$ cat config.mk
export PLATFORM = sky130hd
export DESIGN_NAME = mem_arbiter
export DESIGN_NICKNAME = d
export VERILOG_FILES = /design/src/rtl/mem_arbiter_pkg.sv /design/src/rtl/mem_arbiter.sv
export SDC_FILE = /design/constraint.sdc
export NUM_CORES = 1
export LEC_CHECK = 0
export BUFFER_PORTS_ARGS = -buffer_cell sky130_fd_sc_hd__buf_2
export CORE_UTILIZATION = 43
export CTS_CLUSTER_SIZE = 14
export DETAILED_ROUTE_END_ITERATION = 10
export PLACE_DENSITY_LB_ADDON = 0.08
export RECOVER_POWER = 100
export SETUP_SLACK_MARGIN = 0.15
export SLEW_MARGIN = 40
export SYNTH_ARGS = -nofsm -noshare
export SYNTH_HDL_FRONTEND = slang
export SYNTH_SLANG_ARGS = --single-unit
$ cat constraint.sdc
create_clock -name clk_in -period 2.25 [get_ports clk_in]
set_input_delay 0 -clock clk_in [delete_from_list [all_inputs] [get_ports clk_in]]
set_output_delay 0 -clock clk_in [all_outputs]
set_load 0.02 [all_outputs]
$ cat src/rtl/mem_arbiter_pkg.sv
// Shared definitions for the memory arbiter and the byte-serial memory controller.
package mem_arbiter_pkg;

  // Arbiter sequencing states
  typedef enum logic [1:0] {
    ST_IDLE   = 2'd0,
    ST_BUSY_I = 2'd1,
    ST_BUSY_D = 2'd2,
    ST_DRAIN  = 2'd3
  } arb_state_e;

  // Access size codes carried in work_type[1:0]; work_type[WT_SIGNED_BIT] requests sign extension
  localparam logic [1:0]  WT_BYTE       = 2'b00;
  localparam logic [1:0]  WT_HALF       = 2'b01;
  localparam logic [1:0]  WT_WORD       = 2'b10;
  localparam int unsigned WT_SIGNED_BIT = 2;

  // Requester identities
  localparam logic REQ_IF = 1'b0;
  localparam logic REQ_LS = 1'b1;

  // Instruction fetches are always unsigned word reads
  localparam logic [2:0] WT_IFETCH = {1'b0, WT_WORD};

endpackage

$ cat src/rtl/mem_arbiter.sv
// Two-port arbiter/sequencer sharing one memory controller port between ifetch and lsb.
// One transaction outstanding at a time; ifetch can be flushed without breaking the controller sequence.
module mem_arbiter
  import mem_arbiter_pkg::*;
#(
  parameter int unsigned ADDR_W       = 32,
  parameter int unsigned STARVE_LIMIT = 4
) (
  input  logic              clk_in,
  input  logic              rst_in,
  input  logic              rdy_in,
  input  logic              flush_in,
  input  logic              if_valid,
  input  logic [ADDR_W-1:0] if_addr,
  output logic [ADDR_W-1:0] if_data,
  output logic              if_ready,
  input  logic              ls_valid,
  input  logic              ls_is_write,
  input  logic [ADDR_W-1:0] ls_addr,
  input  logic [ADDR_W-1:0] ls_wdata,
  input  logic [2:0]        ls_work_type,
  output logic [ADDR_W-1:0] ls_rdata,
  output logic              ls_ready,
  output logic              mc_valid,
  output logic              mc_is_write,
  output logic [ADDR_W-1:0] mc_addr,
  output logic [ADDR_W-1:0] mc_data,
  output logic [2:0]        mc_work_type,
  input  logic [ADDR_W-1:0] mc_rdata,
  input  logic              mc_ready
);

  localparam int unsigned    CNT_W = $clog2(STARVE_LIMIT + 1);
  localparam logic [CNT_W-1:0] LIMIT = CNT_W'(STARVE_LIMIT);

  arb_state_e        state_q, state_d;
  logic [CNT_W-1:0]  starve_q, starve_d;
  logic              mc_valid_q, mc_valid_d;
  logic              mc_is_write_q, mc_is_write_d;
  logic [ADDR_W-1:0] mc_addr_q, mc_addr_d;
  logic [ADDR_W-1:0] mc_data_q, mc_data_d;
  logic [2:0]        mc_wt_q, mc_wt_d;
  logic [ADDR_W-1:0] if_data_q, if_data_d;
  logic              if_ready_q, if_ready_d;
  logic [ADDR_W-1:0] ls_rdata_q, ls_rdata_d;
  logic              ls_ready_q, ls_ready_d;

  logic if_req_c;
  logic starved_c;
  logic gnt_v_c;
  logic gnt_id_c;

  // Grant decision: lsb has priority until ifetch has been passed over STARVE_LIMIT times
  always_comb begin
    if_req_c  = if_valid && !flush_in;
    starved_c = (starve_q == LIMIT);
    gnt_v_c   = ls_valid || if_req_c;
    gnt_id_c  = (ls_valid && !(if_req_c && starved_c)) ? REQ_LS : REQ_IF;
  end

  // Next-state and output logic; everything holds while rdy_in is low
  always_comb begin
    state_d       = state_q;
    starve_d      = starve_q;
    mc_valid_d    = mc_valid_q;
    mc_is_write_d = mc_is_write_q;
    mc_addr_d     = mc_addr_q;
    mc_data_d     = mc_data_q;
    mc_wt_d       = mc_wt_q;
    if_data_d     = if_data_q;
    ls_rdata_d    = ls_rdata_q;
    if_ready_d    = 1'b0;
    ls_ready_d    = 1'b0;

    if (!rdy_in) begin
      if_ready_d = if_ready_q;
      ls_ready_d = ls_ready_q;
    end else begin
      unique case (state_q)
        ST_IDLE: begin
          if (!if_valid) starve_d = '0;
          if (gnt_v_c) begin
            mc_valid_d = 1'b1;
            if (gnt_id_c == REQ_LS) begin
              state_d       = ST_BUSY_D;
              mc_is_write_d = ls_is_write;
              mc_addr_d     = ls_addr;
              mc_data_d     = ls_wdata;
              mc_wt_d       = ls_work_type;
              if (if_valid && !starved_c) starve_d = starve_q + CNT_W'(1);
            end else begin
              state_d       = ST_BUSY_I;
              mc_is_write_d = 1'b0;
              mc_addr_d     = if_addr;
              mc_data_d     = '0;
              mc_wt_d       = WT_IFETCH;
              starve_d      = '0;
            end
          end
        end
        ST_BUSY_I: begin
          if (mc_ready) begin
            mc_valid_d = 1'b0;
            state_d    = ST_IDLE;
            if (!flush_in) begin
              if_data_d  = mc_rdata;
              if_ready_d = 1'b1;
            end
          end else if (flush_in) begin
            state_d = ST_DRAIN;
          end
        end
        ST_BUSY_D: begin
          if (mc_ready) begin
            mc_valid_d = 1'b0;
            state_d    = ST_IDLE;
            ls_rdata_d = mc_rdata;
            ls_ready_d = 1'b1;
          end
        end
        ST_DRAIN: begin
          if (mc_ready) begin
            mc_valid_d = 1'b0;
            state_d    = ST_IDLE;
          end
        end
        default: state_d = ST_IDLE;
      endcase
    end
  end

  // State and output registers
  always_ff @(posedge clk_in or negedge rst_in) begin
    if (!rst_in) begin
      state_q       <= ST_IDLE;
      starve_q      <= '0;
      mc_valid_q    <= 1'b0;
      mc_is_write_q <= 1'b0;
      mc_addr_q     <= '0;
      mc_data_q     <= '0;
      mc_wt_q       <= '0;
      if_data_q     <= '0;
      if_ready_q    <= 1'b0;
      ls_rdata_q    <= '0;
      ls_ready_q    <= 1'b0;
    end else begin
      state_q       <= state_d;
      starve_q      <= starve_d;
      mc_valid_q    <= mc_valid_d;
      mc_is_write_q <= mc_is_write_d;
      mc_addr_q     <= mc_addr_d;
      mc_data_q     <= mc_data_d;
      mc_wt_q       <= mc_wt_d;
      if_data_q     <= if_data_d;
      if_ready_q    <= if_ready_d;
      ls_rdata_q    <= ls_rdata_d;
      ls_ready_q    <= ls_ready_d;
    end
  end

  assign if_data      = if_data_q;
  assign if_ready     = if_ready_q;
  assign ls_rdata     = ls_rdata_q;
  assign ls_ready     = ls_ready_q;
  assign mc_valid     = mc_valid_q;
  assign mc_is_write  = mc_is_write_q;
  assign mc_addr      = mc_addr_q;
  assign mc_data      = mc_data_q;
  assign mc_work_type = mc_wt_q;

endmodule

==> results of run 1 <==
[worst min-delay path, stage by stage]
cell and delay, ns:
buf_2 0.10, nand2_1 0.06, o221a_2 0.17, a22oi_1 0.06
[sequential cells by signal, indices dropped and copies added (netlist names)]
name / flops
if_data: 32
if_ready: 1
ls_rdata: 32
ls_ready: 1
mc_addr: 32
mc_data: 32
mc_is_write: 1
mc_valid: 1
mc_work_type: 3
starve_q: 3
state_q: 2
[final timing paths]
check / end / slack (ns) / cells past startpoint / startpoint
max: mc_data[20] / 0.34 / 4 / state_q[1]
max reg2reg: mc_data[20] / 0.34 / 4 / state_q[1]
max in group asynchronous: ls_rdata[31] / 0.70 / 2 / rst_in
min reg2reg: if_ready / 0.49 / 1 / if_ready
min in group asynchronous: mc_data[28] / 0.56 / 2 / rst_in
min: mc_addr[13] / 0.01 / 4 / ls_addr[13]
[power breakdown]
group          switching [mW]  leakage (nW)  total, mW  internal [mW]
Combinational            2.87          2.37       4.62           1.75
Clock                    1.01         0.288       2.75           1.74
Sequential              0.678          1.70       4.40           3.73
Total                    4.56          4.36       11.8           7.22
[layout make-up]
type                       count  area, um2
multi-input combinational    263       2195
clock inverter                 6      83.83
timing repair buffer         416       2615
sequential                   140       3503
clock buffer                  25      495.5
inverter                      40      150.1
tap                          180      225.2
fill                        1080       4559
[synth_stat cells]
library cell  count
nor3b_4           1
buf_6             3
mux2_2           63
a32oi_1           1
or3b_4            1
ha_1              2
a2bb2oi_1         1
a211o_1           1
a21boi_0          1
buf_1             1
a22oi_1          32
nor2_1            2
mux2_1            2
a21oi_1           2
nand2_1          36
nor4b_4           1
o2bb2ai_1         1
and4b_1           2
dfrtp_1         140
a22o_1           36
nor2b_1           2
a211oi_1          1
nand2b_1          2
buf_4             4
o21a_1            1
o221ai_1          1
o21ai_0          36
o221a_2          31
buf_2            10
clkbuf_1         24
o21ai_2           1
a21o_1            1
nor3_4            1
inv_1            40
nand4b_1          1
[per-layer routing]
| metal | GRT usage | routed length [um] |
|---|---|---|
| met2 | 0.4030 | 8799 |
| met1 | 0.2943 | 6929 |
| met4 | 0.09414 | 277 |
| met5 | 0 | 0 |
| met3 | 0.06368 | 1109 |
[metrics by stage]
step                      power [mW]  hold slack, ns  utilization
final                          11.78         0.01301       0.6703
after global routing           12.47         0.02104       0.6703
after CTS                      12.17       0.0001078       0.6848
after detailed placement       9.188         0.04423       0.5517
after global placement         9.049         0.03373       0.5517
after floorplan                7.381         -0.2956            -
[cells by family (layout without fill, tap and decap cells)]
family / count (synthesis) / in the layout / share of synthesized area
compound gates: 147 / 147 / 0.1942
flops: 140 / 140 / 0.5779
buf+inv: 82 / 487 / 0.05903
mux: 65 / 65 / 0.1207
simple gates: 49 / 49 / 0.04396
fa+ha+maj: 2 / 2 / 0.004127
==> flow_metrics.py, run 1 <==
metrics = {
    "synth": {
        "synth-seq-cells": 140,
        "syn_avg_cell_area_um2": 12.50,
        "ys_seq_area_frac": 0.5779,
        "yosys_warnings": 0,
        "synth_top_area_share": 0.5779,
        "netlist_top_cells_area": "dfrtp_1 (58%), mux2_2 (12%), o221a_2 (5.8%), a22o_1 (5.2%), a22oi_1 (4.0%)",
        "netlist_instances": 485,
        "synth_cell_types": 35,
        "synth.largest_area_cell": "dfrtp_1",
        "syn_nets": 626,
        "synth_area_um2": 6062,
    },
    "clock_tree": {
        "cts.sinks": 140,
        "cts_setup_buffers": 0,
        "cts_resized": 0,
        "max-clock-path-buffers": 2,
        "clk_pin_slew_ns": 0.06,
        "h-tree-depth": 4,
        "cts_root_buf": "clkbuf_16",
        "clock_insertion_delay_worst_skew_ns": 0.42,
        "holdBufCountCts": 126,
        "cts_tree": "yes",
        "numCtsBuffers": 17,
    },
    "critical_path": {
        "worstSetupStartpointType": "flip-flop",
        "crit_buf_inv": 1,
        "slowest_stage": "nor3b_1",
        "worstSetupPathType": "reg -> reg",
        "crit_family": "simple AND/OR/NAND/NOR gates",
        "crit_arrival_ns": 2.20,
        "path_cells": "nor3b_1 -> o21ai_4 -> buf_4 -> a22o_1",
        "cp.required_ns": 2.54,
        "cp_max_fo": 39,
        "cp-end-kind": "flip-flop",
        "max_stage_delay_ns": 0.62,
    },
    "pwr": {
        "vdd_ir_drop_max_mv": 0.5350,
        "powerDensity_nw_per_um2": 1271,
        "leakage_nw": 4.358,
    },
    "place": {
        "place_congestion": 0.7773,
        "portBuffers": 273,
        "place_ws_ns": 0.4241,
        "place_area_um2": 7629,
        "place_inst": 913,
        "hpwlAfterDp_um": 10740,
    },
    "grt": {
        "grt_pass1_wl_um": 27010,
        "antenna_found_initial": 0,
        "grtUsageTotal": 0.2402,
        "grt_pass1_vias": 5415,
        "grt_max_degree": 69,
        "overflow": 0,
    },
    "routing": {
        "routed_wl_um": 17120,
        "postRouteAntennaNets": 0,
        "drtPass1Iterations": 5,
        "wl_per_cell_um": 16.00,
        "drc_errors": 0,
        "vias": 5432,
        "via_per_inst": 5.077,
        "drt_iter0_drc": 250,
    },
    "outcome": {
        "outcome": "complete, but fails checks",
        "violations": "max-capacitance violations, max-slew violations",
    },
    "timing": {
        "hold_viol_final": 0,
        "slew_violations": 67,
        "fin_ws_ns": 0.3419,
        "rsz0062_at_grt": "no",
        "worst_slew_pin_slew_ns": 1.657,
        "fin_tns_setup_ns": 0,
        "finClkSkew_ns": 0.007532,
        "fin_crit_ns": 1.908,
        "fmax_mhz": 524.1,
        "setup_viol": 0,
        "period_share": 0.8481,
        "slew_headroom": -0.1046,
    },
    "die": {
        "io_pins": 274,
        "die_h_um": 120.7,
        "die_w_um": 120.7,
        "fp-row-count": 43,
        "die_area_um2": 14580,
        "core_um2": 13830,
        "start_util": 0.4384,
    },
    "cells_and_area": {
        "antenna_cells": 0,
        "layout-drive-gt1-share": 0.3124,
        "final_cell_mix": "clkbuf_1 (140), dfrtp_1 (140), buf_2 (137)",
        "synthToLayoutAreaGrowth_pct": 52.88,
        "fin_area_um2": 9268,
        "nets": 1019,
        "fin_cells": 1070,
    },
    "hold_path": {
        "min_path_type": "in -> reg",
    },
    "flow_run": {
        "cap_violations": 1,
    },
}
Note: power is estimated with default switching activity, not from simulation.
==> run 2, diff against run 1 <==
Settings changed: ABC_AREA from default to 1.
Clock period 2.25 ns to 1.95 ns, I/O delays scaled along.
==> run 2 against run 1 <==
Net effect:
- the flow now finishes without violations
- combinational power up 13%
- worst setup slack got worse by 0.10 ns
- clock-buffer cell count down 7
- clock skew hardly changed
- hold slack improved by 0.061 ns
- sequential share of layout area fell by 0.51 points
- non-clock buffer count rose by 9
- critical path depth is 4 higher
- highest routed layer unchanged
- design area is 1.4% higher
- sequential power grew 14%
==> flow_metrics.py, run 2 <==
metrics = {
    "outcome": {
        "outcome": "completed",
    },
    "place": {
        "place_ws_ns": 0.3540,
        "hpwlAfterDp_um": 10890,
        "portBuffers": 273,
        "place_congestion": 0.8075,
    },
    "timing": {
        "fin_ws_ns": 0.2381,
        "fin_tns_setup_ns": 0,
        "fmax_mhz": 584.1,
        "period_share": 0.8779,
        "slew_headroom": 0.09901,
        "rsz0062_at_grt": "no",
        "finClkSkew_ns": 0.007058,
        "worst_slew_pin_slew_ns": 1.351,
        "hold_viol_final": 0,
        "setup_viol": 0,
        "slew_violations": 0,
        "fin_crit_ns": 1.712,
    },
    "critical_path": {
        "worstSetupStartpointType": "flip-flop",
        "crit_arrival_ns": 2.07,
        "reg2reg_depth": 8,
        "worst-r2r-setup-slack_ns": 0.24,
        "crit_start": "state_q[1]",
        "r2r_end": "mc_addr[16]",
        "cp-end-kind": "flip-flop",
        "cp.required_ns": 2.31,
        "r2r_start": "state_q[1]",
        "cp_max_fo": 24,
        "worstSetupPathType": "reg -> reg",
    },
    "synth": {
        "syn_avg_cell_area_um2": 8.494,
        "synth_common_cells": "nand2_1 (300), dfrtp_1 (140), inv_1 (74), o21ai_0 (57), nand3_1 (40)",
        "ys.flop_type": "dfrtp_1",
        "synth-edff-count": 0,
        "synth_area_um2": 6031,
        "async_flop_share": 1.000,
        "syn_nets": 851,
        "synth-seq-cells": 140,
        "netlist_instances": 710,
        "ys_seq_area_frac": 0.5809,
        "yosys_warnings": 0,
        "synth_top_area_share": 0.5809,
        "synth.largest_area_cell": "dfrtp_1",
        "synth_cell_types": 21,
        "netlist_top_cells_area": "dfrtp_1 (58%), nand2_1 (19%), o21ai_0 (4.7%), inv_1 (4.6%), nand3b_1 (4.0%)",
        "synth.most_common_cell": "nand2_1",
    },
    "routing": {
        "drc_errors": 0,
        "via_per_inst": 4.690,
        "routed_wl_um": 18190,
        "drtPass1Iterations": 5,
        "drt_iter0_drc": 402,
        "wl_per_cell_um": 13.93,
        "vias": 6125,
        "postRouteAntennaNets": 0,
    },
    "hold_path": {
        "min_from": "flush_in",
        "holdPathStages": 6,
        "min_path_type": "in -> reg",
        "holdPathEnd": "state_q[0]",
    },
    "die": {
        "start_util": 0.4483,
        "die_h_um": 120.4,
        "core_um2": 13450,
        "die_w_um": 120.4,
        "io_pins": 274,
        "fp-row-count": 42,
        "die_area_um2": 14500,
    },
    "grt": {
        "antenna_found_initial": 0,
        "grt_pass1_vias": 6155,
        "overflow": 0,
        "grt_pass1_wl_um": 29010,
        "grt_max_degree": 66,
        "grtUsageTotal": 0.2575,
    },
    "clock_tree": {
        "cts.sinks": 140,
        "max-clock-path-buffers": 2,
        "cts_tree": "yes",
        "h-tree-depth": 4,
        "clock_insertion_delay_worst_skew_ns": 0.42,
        "numCtsBuffers": 17,
        "cts_resized": 0,
        "clk_pin_slew_ns": 0.06,
        "cts_setup_buffers": 0,
        "cts_root_buf": "clkbuf_16",
    },
    "cells_and_area": {
        "fillerInstances": 1107,
        "nets": 1258,
        "layout-drive-gt1-share": 0.1699,
        "layout.area.seq_um2": 3503,
        "final_common_cell": "nand2_1",
        "synthToLayoutAreaGrowth_pct": 55.77,
        "final_cell_mix": "nand2_1 (301), dfrtp_1 (140), dlygate4sd3_1 (138)",
        "antenna_cells": 0,
        "multi_input_area_um2": 2029,
    },
    "pwr": {
        "leakage_nw": 4.960,
        "vdd_ir_drop_max_mv": 0.9240,
        "powerDensity_nw_per_um2": 1443,
    },
    "flow_run": {
        "cap_violations": 0,
    },
}
[run 2: changes by cell type after synthesis, sizes merged, moves of 31 or more]
cell,previous run,this run
nand3b,0,32
inv,40,77
o21ai,37,69
nand3,0,40
a22o,36,0
o221a,31,0
a22oi,32,0
nand2,36,304
mux2,65,0
[run 2: logic make-up after synthesis]
kind of cell / count (synthesis) / synth area share
flops: 140 / 0.5809
fa+ha+maj: 2 / 0.004149
buf+inv: 114 / 0.08216
xor+xnor: 1 / 0.001453
compound gates: 70 / 0.05851
simple gates: 383 / 0.2728
[run 2: final cells by class]
cell class	instances	area share
clock buffer	18	0.04675
clock inverter	14	0.01798
inverter	77	0.03077
multi-input combinational	456	0.2160
sequential	140	0.3729
tap	176	0.02344
timing repair buffer	425	0.2921
[run 2: repair_timing]
action                                 CTS  global route
hold buffers                           138             0
endpoints found under the hold margin  257             0
setup endpoints to repair                0             0
[run 2: critical path: stages, from the launching register on]
cell	delay, ns
dfrtp_1	0.42
nor2_1	0.30
nand2_2	0.13
inv_1	0.14
nand2_4	0.08
inv_2	0.19
buf_12	0.20
nand3_1	0.10
nand2_1	0.07
[run 2: how the worst max path moves through the flow]
stage | to | cells past startpoint
3_3_place_gp | starve_q[0] | 10
4_1_cts | mc_data[15] | 10
5_1_grt | mc_addr[22] | 8
3_5_place_dp | starve_q[0] | 10
6_report | mc_addr[16] | 8
2_1_floorplan | mc_addr[12] | 9
[run 2: power by group]
group	total [mW]	switching [mW]	internal, mW
clock	3.31	1.27	2.04
combinational	5.22	3.62	1.59
sequential	5.03	0.766	4.26
total	13.6	5.65	7.90
[run 2: through the flow]
stage	hold slack [ns]	utilization	std cells	total power, mW	cell area [um2]
final	0.07399	0.6983	1306	13.56	9394
after detailed placement	-0.01560	0.5664	1136	10.39	7620
after CTS	0.05171	0.7143	1306	13.97	9609
after global placement	-0.01603	0.5664	1136	10.30	7620
after floorplan	-0.2956	-	710	8.316	6031
after global routing	0.08592	0.6983	1306	14.41	9394
[run 2: metal layers]
layer / routed length, um / vias up / part of all wire / GRT usage
met2: 8982 / 221 / 0.49 / 0.4274
met3: 1072 / 48 / 0.059 / 0.06179
li1: - / 3002 / - / -
met5: 0 / - / 0 / 0
met4: 623 / 0 / 0.034 / 0.1474
met1: 7511 / 2854 / 0.41 / 0.3055
